<file path="config.mk">
export PLATFORM = sky130hd
export DESIGN_NAME = elevator
export DESIGN_NICKNAME = d
export VERILOG_FILES = /design/src/rtl/elevator.sv
export SDC_FILE = /design/constraint.sdc
export NUM_CORES = 1
export LEC_CHECK = 0
export ABC_AREA = 1
export BUFFER_PORTS_ARGS = -buffer_cell sky130_fd_sc_hd__buf_2
export CELL_PAD_IN_SITES_DETAIL_PLACEMENT = 0
export CELL_PAD_IN_SITES_GLOBAL_PLACEMENT = 2
export CORE_UTILIZATION = 25
export DETAILED_ROUTE_END_ITERATION = 7
export PLACE_DENSITY_LB_ADDON = 0.2
export RECOVER_POWER = 25
export REMOVE_ABC_BUFFERS = 1
export SKIP_CTS_REPAIR_TIMING = 1
export SLEW_MARGIN = 20
export SYNTH_ARGS = -nofsm -noshare
export SYNTH_HDL_FRONTEND = slang
export SYNTH_SLANG_ARGS = --single-unit
</file>
<file path="constraint.sdc">
create_clock -name clk -period 2.8 [get_ports clk]
set_input_delay 0.28 -clock clk [delete_from_list [all_inputs] [get_ports clk]]
set_output_delay 0.28 -clock clk [all_outputs]
set_load 0.05 [all_outputs]
</file>
<file path="src/rtl/elevator.sv">
// Single-car SCAN elevator controller with one-hot floor position.
// Latches rising-edge floor calls, steps the car one floor per MOVE_CYCLES,
// dwells DOOR_CYCLES at each called floor and keeps direction while calls remain ahead.
module elevator #(
   parameter int unsigned NUM_FLOORS  = 5,
   parameter int unsigned MOVE_CYCLES = 2,
   parameter int unsigned DOOR_CYCLES = 3
) (
   input  logic                  clk,
   input  logic                  reset,
   input  logic [NUM_FLOORS-1:0] floor_req,
   output logic [NUM_FLOORS-1:0] floor_pos
);

   localparam int unsigned NF  = NUM_FLOORS;
   localparam int unsigned MCW = $clog2(MOVE_CYCLES + 1);
   localparam int unsigned DCW = $clog2(DOOR_CYCLES + 1);
   localparam logic        DIR_UP = 1'b1;
   localparam logic        DIR_DN = 1'b0;

   typedef enum logic [1:0] {
      IDLE      = 2'd0,
      MOVE_UP   = 2'd1,
      MOVE_DN   = 2'd2,
      DOOR_OPEN = 2'd3
   } state_t;

   state_t           state_q, state_d;
   logic             dir_q, dir_d;
   logic [NF-1:0]    pos_q, pos_d;
   logic [NF-1:0]    pending_q, pending_d;
   logic [NF-1:0]    req_hist_q, req_hist_d;
   logic [MCW-1:0]   move_cnt_q, move_cnt_d;
   logic [DCW-1:0]   door_cnt_q, door_cnt_d;

   logic [NF-1:0]    new_calls;
   logic [NF-1:0]    svc_mask;
   logic [NF-1:0]    below_cur, above_cur;
   logic             calls_up, calls_dn, ahead, behind;
   logic [NF-1:0]    step_pos, step_below, step_above;
   logic             step_ahead, blocked;

   // Call edge detection and pending-call geometry relative to the car.
   assign new_calls  = floor_req & ~req_hist_q;
   assign below_cur  = pos_q - NF'(1);
   assign above_cur  = ~(below_cur | pos_q);
   assign calls_up   = |(pending_q & above_cur);
   assign calls_dn   = |(pending_q & below_cur);
   assign ahead      = (dir_q == DIR_UP) ? calls_up : calls_dn;
   assign behind     = (dir_q == DIR_UP) ? calls_dn : calls_up;

   // Floor the car would reach on a shift, and whether calls lie beyond it.
   assign step_pos   = (state_q == MOVE_DN) ? (pos_q >> 1) : (pos_q << 1);
   assign step_below = step_pos - NF'(1);
   assign step_above = ~(step_below | step_pos);
   assign step_ahead = (state_q == MOVE_DN) ? |(pending_q & step_below)
                                            : |(pending_q & step_above);
   assign blocked    = ((state_q == MOVE_UP) && pos_q[NF-1]) ||
                       ((state_q == MOVE_DN) && pos_q[0]);

   // Next-state, motion, call bookkeeping and direction logic.
   always_comb begin
      state_d    = state_q;
      dir_d      = dir_q;
      pos_d      = pos_q;
      move_cnt_d = move_cnt_q;
      door_cnt_d = door_cnt_q;
      req_hist_d = floor_req;
      svc_mask   = '0;

      case (state_q)
         IDLE: begin
            if (|((pending_q | new_calls) & pos_q)) begin
               state_d    = DOOR_OPEN;
               door_cnt_d = '0;
               svc_mask   = pos_q;
            end else if (ahead) begin
               state_d    = (dir_q == DIR_UP) ? MOVE_UP : MOVE_DN;
               move_cnt_d = '0;
            end else if (behind) begin
               dir_d      = ~dir_q;
               state_d    = (dir_q == DIR_UP) ? MOVE_DN : MOVE_UP;
               move_cnt_d = '0;
            end
         end

         MOVE_UP, MOVE_DN: begin
            if (move_cnt_q == MCW'(MOVE_CYCLES - 1)) begin
               move_cnt_d = '0;
               if (blocked) begin
                  state_d = IDLE;
               end else begin
                  pos_d = step_pos;
                  if (|(pending_q & step_pos)) begin
                     state_d    = DOOR_OPEN;
                     door_cnt_d = '0;
                     svc_mask   = step_pos;
                  end else if (!step_ahead) begin
                     state_d = IDLE;
                  end
               end
            end else begin
               move_cnt_d = move_cnt_q + MCW'(1);
            end
         end

         DOOR_OPEN: begin
            // New calls for the floor being serviced are absorbed.
            svc_mask = pos_q;
            if (door_cnt_q == DCW'(DOOR_CYCLES - 1)) begin
               door_cnt_d = '0;
               if (ahead) begin
                  state_d    = (dir_q == DIR_UP) ? MOVE_UP : MOVE_DN;
                  move_cnt_d = '0;
               end else if (behind) begin
                  dir_d      = ~dir_q;
                  state_d    = (dir_q == DIR_UP) ? MOVE_DN : MOVE_UP;
                  move_cnt_d = '0;
               end else begin
                  state_d = IDLE;
               end
            end else begin
               door_cnt_d = door_cnt_q + DCW'(1);
            end
         end

         default: state_d = IDLE;
      endcase

      pending_d = (pending_q | new_calls) & ~svc_mask;

      // Direction is pinned at the shaft ends.
      if (pos_d[NF-1]) begin
         dir_d = DIR_DN;
      end else if (pos_d[0]) begin
         dir_d = DIR_UP;
      end
   end

   // State register; reset returns the car to floor 1 and drops all calls.
   always_ff @(posedge clk or negedge reset) begin
      if (!reset) begin
         state_q    <= IDLE;
         dir_q      <= DIR_UP;
         pos_q      <= NF'(1);
         pending_q  <= '0;
         req_hist_q <= '0;
         move_cnt_q <= '0;
         door_cnt_q <= '0;
      end else begin
         state_q    <= state_d;
         dir_q      <= dir_d;
         pos_q      <= pos_d;
         pending_q  <= pending_d;
         req_hist_q <= req_hist_d;
         move_cnt_q <= move_cnt_d;
         door_cnt_q <= door_cnt_d;
      end
   end

   assign floor_pos = pos_q;

endmodule

</file>
== Word level (Yosys, flattened, before mapping) ==
Index checks and enable logic that the tools add are counted.

* Bitwise operators: 17
* Reduce and logical (&&, ||, !) cells: 17
* Equality and inequality tests: 15
* $add $sub $neg: 4
* Multiplexer cells: 44

{| class="wikitable"
|+ Operators by type and width
! operator !! count
|-
| $mux 2 || 22
|-
| $and 5x5->5 || 8
|-
| $mux 5 || 8
|-
| $reduce_or 5->1 || 6
|-
| $not 5->5 || 4
|-
| $pmux 2 s3 || 3
|-
| $ne 4x4->1 const B || 4
|-
| $or 5x5->5 || 3
|-
| $pmux 5 s3 || 1
|-
| $ne 2x2->1 const B || 6
|-
| $sub 5x1->5 const B || 2
|-
| $mux 1 || 9
|-
| $reduce_and 4->1 || 2
|-
| $eq 2x2->1 const B || 3
|-
| $reduce_and 3->1 || 2
|-
| $add 2x1->2 const B || 2
|-
| $eq 2x1->1 const B || 2
|-
| $reduce_bool 4->1 || 1
|-
| $logic_and 1x1->1 || 2
|-
| $logic_not 2->1 || 1
|-
| $not 1->1 || 2
|-
| $pmux 1 s2 || 1
|-
| $reduce_and 2->1 || 1
|-
| $reduce_or 2->1 || 1
|-
| $logic_or 1x1->1 || 1
|}

* Register bits after elaboration: 22
* Bits of input ports: 7

== Longest topological paths before layout ==
Gate-level depths: netlist of run 1.

* Word-level depth: 13
* Gate-level depth with buffers: 18
* Mapped depth without buffers: 18

== Least setup slack after synthesis of run 1 ==
OpenSTA, ideal clock, no wires.

* Kind: register to register
* Start point: reg pos_q[0], in the netlist floor_pos[0]
* End point: reg state_q[1]
* Setup slack: 584 ps
* Data required time: 2684 ps
* Data arrival time: 2100 ps
* Buffers on the path: 0
* Setup time: 116 ps
* Stages on the path, launching flop included: 17
* Period minus slack after synthesis: 2216 ps
* Path through: dfstp_2 -> inv_2 -> o21ai_2 -> inv_1 -> ha_1 -> nand4_1 -> ha_1 -> nand2_1 -> nand2_1 -> nor2_1 -> nand2_1 -> nand2_1 -> inv_1 -> nand2_1 -> nand3_2 -> nand2_1 -> nand2_1

* Cells in the longest elaborated chain, start to end: 10
* Elaborated cells between the ends (all ways): 36
* Classes of those cells: add/sub: 2; eq/ne: 2; mux: 13; bitwise: 10; reduce/logical: 9

{| class="wikitable"
|+ Ends and longest elaborated chain
! element !! line !! source
|-
| start, declared || 30 || <nowiki>logic [NF-1:0] pos_q, pos_d;</nowiki>
|-
| start signal, assigned || 153 || <nowiki>pos_q <= pos_d;</nowiki>
|-
| $sub 5x1->5 || 45 || <nowiki>assign below_cur = pos_q - NF'(1);</nowiki>
|-
| $or 5x5->5 || 46 || <nowiki>assign above_cur = ~(below_cur | pos_q);</nowiki>
|-
| $not 5->5 || 46 ||
|-
| $and 5x5->5 || 47 || <nowiki>assign calls_up = |(pending_q & above_cur);</nowiki>
|-
| $reduce_or 5->1 || 47 ||
|-
| $mux 1 || 50 || <nowiki>assign behind = (dir_q == DIR_UP) ? calls_dn : calls_up;</nowiki>
|-
| $mux 2 || 115 || <nowiki>end else if (behind) begin</nowiki>
|-
| $mux 2 || 112 || <nowiki>if (ahead) begin</nowiki>
|-
| $mux 2 || 110 || <nowiki>if (door_cnt_q == DCW'(DOOR_CYCLES - 1)) begin</nowiki>
|-
| $pmux 2 s3 || 71 || <nowiki>case (state_q)</nowiki>
|-
| end signal, assigned || 151 || <nowiki>state_q <= state_d;</nowiki>
|-
| end, declared || 28 || <nowiki>state_t state_q, state_d;</nowiki>
|}

Several ways; a longest one is shown, not always the timed one. The select of a mux whose other input is x is not followed.
A chain may end at the register's enable or synchronous reset.

== Worst setup path after layout of run 1 ==
* Start point: reg state_q[0]
* End point: reg state_q[0]

* Cells in the longest elaborated chain, start to end: 10
* Elaborated cells between the ends (all ways): 28
* Classes of those cells: add/sub: 1; eq/ne: 7; mux: 6; bitwise: 5; reduce/logical: 9

{| class="wikitable"
|+ Ends and longest elaborated chain
! element !! line !! source
|-
| $eq 2x2->1 || - ||
|-
| $mux 5 || 53 || <nowiki>assign step_pos = (state_q == MOVE_DN) ? (pos_q >> 1) : (pos_q << 1);</nowiki>
|-
| $sub 5x1->5 || 54 || <nowiki>assign step_below = step_pos - NF'(1);</nowiki>
|-
| $or 5x5->5 || 55 || <nowiki>assign step_above = ~(step_below | step_pos);</nowiki>
|-
| $not 5->5 || 55 ||
|-
| $and 5x5->5 || 57 || <nowiki>: |(pending_q & step_above);</nowiki>
|-
| $reduce_or 5->1 || 57 ||
|-
| $mux 1 || 56 || <nowiki>assign step_ahead = (state_q == MOVE_DN) ? |(pending_q & step_below)</nowiki>
|-
| $ne 4x4->1 (no source line) || - ||
|-
| $reduce_and 4->1 (no source line) || - ||
|}

Several ways; a longest one is shown, not always the timed one. The select of a mux whose other input is x is not followed.

==> run summary, run 1 <==
Outcome = finished, final reports clean
Netlist area before placement = 0.001758 sq mm
Clock latency of the later-clocked register in the worst-skew pair = 0.27 ns
Share of the yosys chip area belonging to registers = 31.46%
Mean area per synthesized cell = 6.921 sq um
Count of filler cells inserted in the layout = 767
Commonest cells after routing, fill and taps aside = nand2_1 (80), inv_1 (33), dfrtp_1 (20)
DRC = 0
Multi-input logic area = 0.001039 sq mm
Die Area = 0.007371 sq mm
Most common cell after layout, fill and taps aside = nand2_1
Part of the cycle the worst path needs = 85.17%
P&R area growth vs syn = 13.17%
Arrival time at the worst endpoint = 2.56 ns
Maximum capacitance violations = 0
Final Instance Count excl. Fillers = 365
FF+latch count, synth = 22
Kind of end point of the critical path = register
Pin count of the biggest net entering global routing = 23
Clock tree from TritonCTS = yes
Number of failing setup endpoints in the final timing report = 0
1st-iter DRT viols = 73
Deepest clock path buffer count = 2
Post-detailed-placement half-perimeter wirelength = 3845 um
Detailed Route WL = 4835 um
Data required time at the worst endpoint = 2.98 ns
First-pass GRT wire length = 8114 um
Post-route clock skew = 0.01009 ns
Power per Cell Area = 291.0 mW/mm^2
Placer congestion estimate = 0.8068
Reg-to-reg critical path endpoint = state_q[0]
Launch point of the worst reg-to-reg path = state_q[0]
Effective utilization at floorplan = 25.87%
Leakage power of the design = 1.046 nW
Standard-cell rows = 30
Number of vias in the routed layout = 1634
Fraction of final layout cells sized beyond drive strength 1 = 16.73%
Sequential standard cell area = 553.0 sq um
Number of instances in the placed design = 361
Finished Cell Area = 0.001989 sq mm
Crit path launch type = register
Number of standard cells after synthesis = 254
Die outline height = 85.86 um
Register-to-Register Setup Slack = 0.42 ns
Start point of the worst hold path = floor_req[0]
Crit path max fanout = 5
Inserted Clock Buffers = 3
Fin nets = 292
Transition time at the pin with the least slew margin = 1.242 ns
Fmax = 419.3 MHz
Clk sinks = 22
Total number of yosys warnings = 0
Max transition margin = 17.23%
IO buf count = 11
Clk pin slew, worst setup/hold paths = 0.09 ns
Overflow left after global routing = 0
Class of the most critical hold timing path = in2reg
Setup TNS = 0 ns
Number of I/O pins = 12
CP Class = reg2reg
Setup repair after global routing missed its margin = false
Minimum clock period after layout = 2.385 ns
Max IR drop VDD = 0.1249 mV
Hold EP = req_hist_q[0]
Via count of the first global-routing pass = 1589
Mean routed wirelength per cell = 13.25 um
Count of inserted antenna diode cells = 0
Max-slew violation total from the final report = 0
Vias per cell = 4.477
Number of distinct library cells after synthesis = 27
Final count of hold timing violations = 0
Logic depth of the worst register-to-register path = 18
Number of antenna violations at the first check in global routing = 0
Core Box Area = 0.006794 sq mm
Clock H-tree levels = 1
Worst hold-check slack = 0.1256 ns
Number of search-and-repair iterations in the first detailed-routing pass = 4
Worst hold path cell count = 1
Number of nets with antenna violations after routing = 0
Horizontal die dimension = 85.86 um
Clock Root Buffer = clkbuf_8
Overall routing resource usage = 14.58%
DP Area = 0.001939 sq mm
==> worst max-delay path: stages (launching register included) <==
cell,delay [ns]
dfrtp_1,0.41
inv_1,0.11
ha_1,0.28
nand2_1,0.11
o21ai_2,0.06
inv_1,0.13
ha_1,0.20
nand4_1,0.10
ha_1,0.28
nand2_1,0.06
nand2_1,0.05
nor2_1,0.11
nand2_1,0.06
nand2_1,0.07
inv_1,0.04
nand2_1,0.06
nand3_2,0.06
nand2_1,0.06
nand2_1,0.05
==> metrics by stage <==
step / total power, mW / util (%) / setup WS, ns
floorplan: 0.3304 / - / 0.5838
global placement: 0.3424 / 28.55 / 0.4413
detailed placement: 0.3427 / 28.55 / 0.4122
CTS: 0.5950 / 29.36 / 0.3927
global route: 0.6063 / 29.28 / 0.02415
finish: 0.5789 / 29.28 / 0.4152
==> cell type report <==
class | count | share of cell area, %
Clock buffer | 4 | 2.767
Inverter | 40 | 7.547
Multi-Input combinational cell | 189 | 52.20
Sequential cell | 22 | 27.80
Tap cell | 96 | 6.038
Timing Repair Buffer | 14 | 3.648
==> logic make-up (layout without fill, tap and decap cells) <==
family                     count (synthesis)  after routing  share of synthesized area, %
and+or+nand+nor                          136            136                         35.94
buffers and inverters                     43             58                         9.466
AOI/OAI and AO/OA                         38             38                         12.46
DFF                                       22             22                         31.46
adders and majority gates                 15             15                         10.68
==> cell usage after synthesis <==
library cell / count / share of area (%)
dfstp_2: 2 / 3.0
nand4_1: 4 / 1.4
inv_1: 33 / 7.0
o21ai_2: 2 / 1.0
nand3_1: 18 / 5.1
nor2_4: 2 / 1.3
dfrtp_1: 20 / 28
inv_2: 7 / 1.5
nand2_4: 2 / 1.3
nand2_1: 80 / 17
nor2_1: 13 / 2.8
a21oi_1: 7 / 2.0
o21ai_1: 4 / 1.1
o22ai_1: 1 / 0.36
nor2_8: 1 / 1.1
o21bai_1: 2 / 0.85
o21ai_0: 16 / 4.6
buf_2: 1 / 0.28
o21a_1: 1 / 0.43
ha_1: 15 / 11
a21boi_1: 5 / 2.1
nand3_2: 1 / 0.57
nor2_2: 3 / 1.1
nand2_2: 11 / 3.9
buf_4: 1 / 0.43
clkbuf_1: 1 / 0.21
nor3_1: 1 / 0.28
==> state kept, by name, indices dropped and copies added (netlist names) <==
name / flops
door_cnt_q: 2
req_hist_q: 5
pending_q: 5
dir_q: 1
move_cnt_q: 2
state_q: 2
floor_pos: 5
==> worst max-delay path by stage <==
stage | slack, ns | start | endpoint
floorplan | 0.58 | floor_pos[0] | state_q[1]
global placement | 0.44 | floor_pos[0] | state_q[1]
detailed placement | 0.41 | state_q[0] | state_q[1]
CTS | 0.39 | state_q[0] | state_q[1]
global route | 0.02 | state_q[0] | state_q[1]
finish | 0.42 | state_q[0] | state_q[0]
==> per-layer routing <==
| layer | vias to the layer above | global-route usage (%) | routed length [um] |
|---|---|---|---|
| met2 | 39 | 23.20 | 2151 |
| met1 | 759 | 20.56 | 2454 |
| met3 | 5 | 1.732 | 171 |
| met4 | 0 | 4.697 | 57 |
| met5 | - | 0 | 0 |
| li1 | 831 | - | - |
==> report_power, final <==
group | internal, mW | total, mW | switching (mW)
logic | 0.00315 | 0.0125 | 0.00932
clock network | 0.126 | 0.244 | 0.119
registers | 0.321 | 0.322 | 0.000898
total | 0.450 | 0.579 | 0.129
(Power assumes the default switching activity.)
==> run 2, diff against run 1 <==
==> constraint.sdc (replaced) <==
create_clock -name clk -period 2.8 [get_ports clk]
set_input_delay 0 -clock clk [delete_from_list [all_inputs] [get_ports clk]]
set_output_delay 0 -clock clk [all_outputs]
set_load 0.05 [all_outputs]
==> run summary, run 2 (synthesis results as in run 1) <==
Most common cell after layout, fill and taps aside = nand2_1
Crit path max fanout = 5 (unchanged)
Max transition margin = 16.88% (-0.35 points)
Hold EP = req_hist_q[2]
Placer congestion estimate = 0.8068 (unchanged)
Data required time at the worst endpoint = 2.98 ns (about the same)
IO buf count = 11 (unchanged)
Deepest clock path buffer count = 2 (unchanged)
Setup TNS = 0 ns (unchanged)
Detailed Route WL = 4855 um (+0.41%)
Launch point of the worst reg-to-reg path = state_q[0]
Fmax = 418.7 MHz (-0.16%)
Logic depth of the worst register-to-register path = 18 (unchanged)
Fraction of final layout cells sized beyond drive strength 1 = 16.36% (-0.36 points)
Register-to-Register Setup Slack = 0.41 ns (about the same)
Outcome = finished, final reports clean
Clock Power Share = 41.8% (-0.4 points)
Transition time at the pin with the least slew margin = 1.247 ns (+0.005223 ns)
Maximum capacitance violations = 0 (unchanged)
Die Area = 0.007371 sq mm (unchanged)
Overflow left after global routing = 0 (unchanged)
Part of the cycle the worst path needs = 85.31% (+0.13 points)
Kind of end point of the critical path = register
Vias per cell = 4.439 (-0.83%)
Net switching power = 0.1300 mW (+0.96%)
P&R area growth vs syn = 16.58%
Multi-input logic area = 0.001039 sq mm (unchanged)
Effective utilization at floorplan = 25.87% (unchanged)
Clock tree from TritonCTS = yes
Arrival time at the worst endpoint = 2.56 ns (about the same)
Number of I/O pins = 12 (unchanged)
Switching power share of the total = 22.20% (-0.043 points)
Number of nets with antenna violations after routing = 0 (unchanged)
Total Power Consumption = 0.5856 mW (+1.2%)
Setup repair after global routing missed its margin = false
Inserted Clock Buffers = 3 (unchanged)
Class of the most critical hold timing path = in2reg
Core Box Area = 0.006794 sq mm (unchanged)
Clk sinks = 22 (unchanged)
Mean routed wirelength per cell = 13.09 um (-1.2%)
Post-route clock skew = 0.009825 ns (-0.0002597 ns)
Start point of the worst hold path = floor_req[2]
Internal = 0.4556 mW (+1.2%)
Final count of hold timing violations = 0 (unchanged)
Die outline height = 85.86 um (unchanged)
Count of filler cells inserted in the layout = 768 (+0.13%)
Number of vias in the routed layout = 1647 (+0.80%)
Horizontal die dimension = 85.86 um (unchanged)
Number of antenna violations at the first check in global routing = 0 (unchanged)
Register share of total power = 55.0% (-0.6 points)
Reg-to-reg critical path endpoint = state_q[0]
Power per Cell Area = 285.7 mW/mm^2 (-1.8%)
Clock H-tree levels = 1 (unchanged)
Max IR drop VDD = 0.1248 mV (about the same)
Max-slew violation total from the final report = 0 (unchanged)
Proportion of power drawn by combinational gates = 3.2% (+1.0 points)
Worst hold path cell count = 2 (+1)
Leakage power of the design = 1.072 nW (+2.4%)
Pin count of the biggest net entering global routing = 23 (unchanged)
Number of search-and-repair iterations in the first detailed-routing pass = 5 (+1)
Minimum clock period after layout = 2.389 ns (+0.003733 ns)
Number of failing setup endpoints in the final timing report = 0 (unchanged)
Crit path launch type = register
Via count of the first global-routing pass = 1589 (unchanged)
1st-iter DRT viols = 96 (+32%)
First-pass GRT wire length = 8114 um (unchanged)
Count of inserted antenna diode cells = 0 (unchanged)
Clock latency of the later-clocked register in the worst-skew pair = 0.27 ns (about the same)
Commonest cells after routing, fill and taps aside = nand2_1 (80), inv_1 (33), dfrtp_1 (20)
DRC = 0 (unchanged)
Clk pin slew, worst setup/hold paths = 0.09 ns (about the same)
Sequential standard cell area = 553.0 sq um (unchanged)
Worst hold-check slack = 0.3814 ns (+0.2558 ns)
Overall routing resource usage = 14.58% (unchanged)
Post-detailed-placement half-perimeter wirelength = 3845 um (unchanged)
Standard-cell rows = 30 (unchanged)
Clock Root Buffer = clkbuf_8
CP Class = reg2reg
Fin nets = 298 (+2.1%)
-- run 2: changes by cell type in the layout (fill, tap and decap cells not counted), sizes merged --
| cell | previous run | this run |
|---|---|---|
| dlygate4sd3 | 0 | 6 |
-- run 2: stage by stage --
step                      cells  cell area [sq um]  setup slack, ns  utilization [%]
after global routing        371               2049          0.02415            30.17
final                       371               2049           0.4114            30.17
after detailed placement    361               1939           0.4122            28.55
after floorplan             251               1742           0.5838                -
after global placement      361               1939           0.4413            28.55
after CTS                   365               1994           0.3927            29.36
-- run 2: worst max-delay path by stage --
stage / slack [ns] / cells after the start / end / from
after floorplan: 0.58 / 16 / state_q[1] / floor_pos[0]
after global placement: 0.44 / 14 / state_q[1] / floor_pos[0]
after detailed placement: 0.41 / 18 / state_q[1] / state_q[0]
after CTS: 0.39 / 18 / state_q[1] / state_q[0]
after global routing: 0.02 / 17 / state_q[1] / state_q[0]
final: 0.41 / 18 / state_q[0] / state_q[0]
-- run 2: final cells by class --
class	instances	share of cell area [%]
flip-flops and latches	22	26.98
repair buffers	20	6.471
inverters	40	7.326
well taps	96	5.861
multi-input cells	189	50.67
clock buffers	4	2.686
-- run 2: power groups by stage --
stage / logic, mW / registers [mW] / clock network [mW]
global placement: 0.0141 / 0.328 / 0
global route: 0.0224 / 0.323 / 0.268
finish: 0.0189 / 0.322 / 0.245
detailed placement: 0.0144 / 0.328 / 0
floorplan: 0.00216 / 0.328 / 0
CTS: 0.0145 / 0.322 / 0.258
-- run 2: metal layers --
layer  GRT usage, %  share of wire, %
met3          1.732               4.0
met4          4.697               1.2
met2          23.20                44
met1          20.56                50
met5              0                 0
-- run 2: critical path: stages, from the launching register on --
cell and delay [ns]:
dfrtp_1 0.41, inv_1 0.11, ha_1 0.28, nand2_1 0.11, o21ai_2 0.06, inv_1 0.13, ha_1 0.21, nand4_1 0.10
ha_1 0.28, nand2_1 0.06, nand2_1 0.05, nor2_1 0.11, nand2_1 0.06, nand2_1 0.07, inv_1 0.04, nand2_1 0.06
nand3_2 0.06, nand2_1 0.06, nand2_1 0.05
==> run 3, diff against run 2 <==
CORE_MARGIN = 3   (was not set)
==> run summary, run 3 (synthesis results as in run 1) <==
Outcome = finished, final reports clean
Inserted Clock Buffers = 3 (unchanged)
Arrival time at the worst endpoint = 2.67 ns (+0.11 ns)
Vias per cell = 4.372 (-1.5%)
Placer congestion estimate = 0.8350 (+3.5%)
Horizontal die dimension = 89.86 um (+4.7%)
Maximum capacitance violations = 0 (unchanged)
Total Power Consumption = 0.5870 mW (+0.25%)
Crit path launch type = register
Post-detailed-placement half-perimeter wirelength = 3809 um (-0.94%)
Overflow left after global routing = 0 (unchanged)
Mean routed wirelength per cell = 13.49 um (+3.1%)
IO buf count = 11 (unchanged)
Die Area = 0.008074 sq mm (+9.5%)
Worst slack after detailed placement = 0.3001 ns (-0.1121 ns)
Via count of the first global-routing pass = 1544 (-2.8%)
Fmax = 400.1 MHz (-4.4%)
Number of nets with antenna violations after routing = 0 (unchanged)
Clock H-tree levels = 1 (unchanged)
DRC = 0 (unchanged)
DP Area = 0.001936 sq mm (-0.19%)
Number of search-and-repair iterations in the first detailed-routing pass = 4 (-1)
Die outline height = 89.86 um (+4.7%)
Logic depth of the worst register-to-register path = 18 (unchanged)
Kind of end point of the critical path = register
Effective utilization at floorplan = 26.77% (+0.89 points)
Deepest clock path buffer count = 2 (unchanged)
Standard-cell rows = 29 (-3.3%)
Max-slew violation total from the final report = 0 (unchanged)
Finished Cell Area = 0.002046 sq mm (-0.18%)
Max IR drop VDD = 0.1181 mV (-5.4%)
Worst Slack Setup Final = 0.3005 ns (-0.1109 ns)
Worst hold path cell count = 2 (unchanged)
Pin count of the biggest net entering global routing = 23 (unchanged)
Setup TNS = 0 ns (unchanged)
Count of inserted antenna diode cells = 0 (unchanged)
Part of the cycle the worst path needs = 89.27% (+4.0 points)
Fraction of final layout cells sized beyond drive strength 1 = 16.36% (unchanged)
Post-route clock skew = 0.004278 ns (-0.005547 ns)
Detailed Route WL = 4964 um (+2.2%)
Core Box Area = 0.006568 sq mm (-3.3%)
CP Class = reg2reg
Setup repair after global routing missed its margin = false
Data required time at the worst endpoint = 2.97 ns (about the same)
Power per Cell Area = 287.0 mW/mm^2 (+0.43%)
Transition time at the pin with the least slew margin = 1.335 ns (+0.08866 ns)
First-pass GRT wire length = 8211 um (+1.2%)
Clock latency of the later-clocked register in the worst-skew pair = 0.27 ns (about the same)
Most common cell after layout, fill and taps aside = nand2_1
Fin nets = 298 (unchanged)
Number of vias in the routed layout = 1609 (-2.3%)
1st-iter DRT viols = 91 (-5.2%)
Final count of hold timing violations = 0 (unchanged)
Crit path max fanout = 5 (unchanged)
Clk sinks = 22 (unchanged)
Leakage power of the design = 1.072 nW (unchanged)
Commonest cells after routing, fill and taps aside = nand2_1 (80), inv_1 (33), dfrtp_1 (20)
Number of I/O pins = 12 (unchanged)
Minimum clock period after layout = 2.499 ns (+0.1109 ns)
P&R area growth vs syn = 16.37%
Class of the most critical hold timing path = in2reg
Clk pin slew, worst setup/hold paths = 0.09 ns (about the same)
Number of failing setup endpoints in the final timing report = 0 (unchanged)
Max transition margin = 10.97% (-5.9 points)
Overall routing resource usage = 12.69% (-1.9 points)
Clock tree from TritonCTS = yes
Number of antenna violations at the first check in global routing = 0 (unchanged)
Clock Root Buffer = clkbuf_8
==> run 3: per-layer routing <==
| layer | GRT usage [%] | vias to the layer above | part of all wire [%] |
|---|---|---|---|
| met2 | 19.11 | 32 | 43 |
| met3 | 1.336 | 7 | 3.7 |
| met4 | 4.464 | 0 | 2.0 |
| met5 | 0 | - | 0 |
| li1 | - | 839 | - |
| met1 | 18.76 | 731 | 51 |
==> run 3: power by group <==
| group | internal (mW) | switching, mW |
|---|---|---|
| Sequential | 0.321 | 0.000908 |
| Combinational | 0.00860 | 0.0109 |
| Clock | 0.126 | 0.120 |
| Total | 0.456 | 0.131 |
==> run 3: layout make-up <==
type	instances	area [sq um]
sequential	22	553.0
fill	729	4522
multi-input combinational	189	1039
inverter	40	150.1
clock buffer	4	55.05
timing repair buffer	20	132.6
tap	93	116.4
==> run 3: worst paths after layout <==
| kind | from | to | slack [ns] |
|---|---|---|---|
| max | state_q[0] | state_q[0] | 0.30 |
| min | floor_req[0] | req_hist_q[0] | 0.38 |
| max reg2reg | state_q[0] | state_q[0] | 0.30 |
| min reg2reg | dir_q | dir_q | 0.52 |
| max in group asynchronous | reset | state_q[0] | 1.47 |
| min in group asynchronous | reset | req_hist_q[1] | 0.55 |
==> run 3: metrics by stage <==
step | hold WS (ns) | utilization [%] | instances
after floorplan | -0.2956 | - | 251
after CTS | -0.2830 | 30.31 | 362
after global placement | 0.01605 | 29.47 | 358
after global routing | 0.3896 | 31.15 | 368
after detailed placement | 0.01999 | 29.47 | 358
final | 0.3773 | 31.15 | 368
==> run 3: worst max-delay path, cell delays in order, from the launching register on <==
cell	delay [ns]
dfrtp_1	0.42
inv_1	0.14
ha_1	0.33
nand2_1	0.11
o21ai_2	0.08
inv_1	0.12
ha_1	0.24
nand4_1	0.10
ha_1	0.23
nand2_1	0.06
nand2_1	0.05
nor2_1	0.10
nand2_1	0.05
nand2_1	0.08
inv_1	0.04
nand2_1	0.07
nand3_2	0.07
nand2_1	0.06
nand2_1	0.05
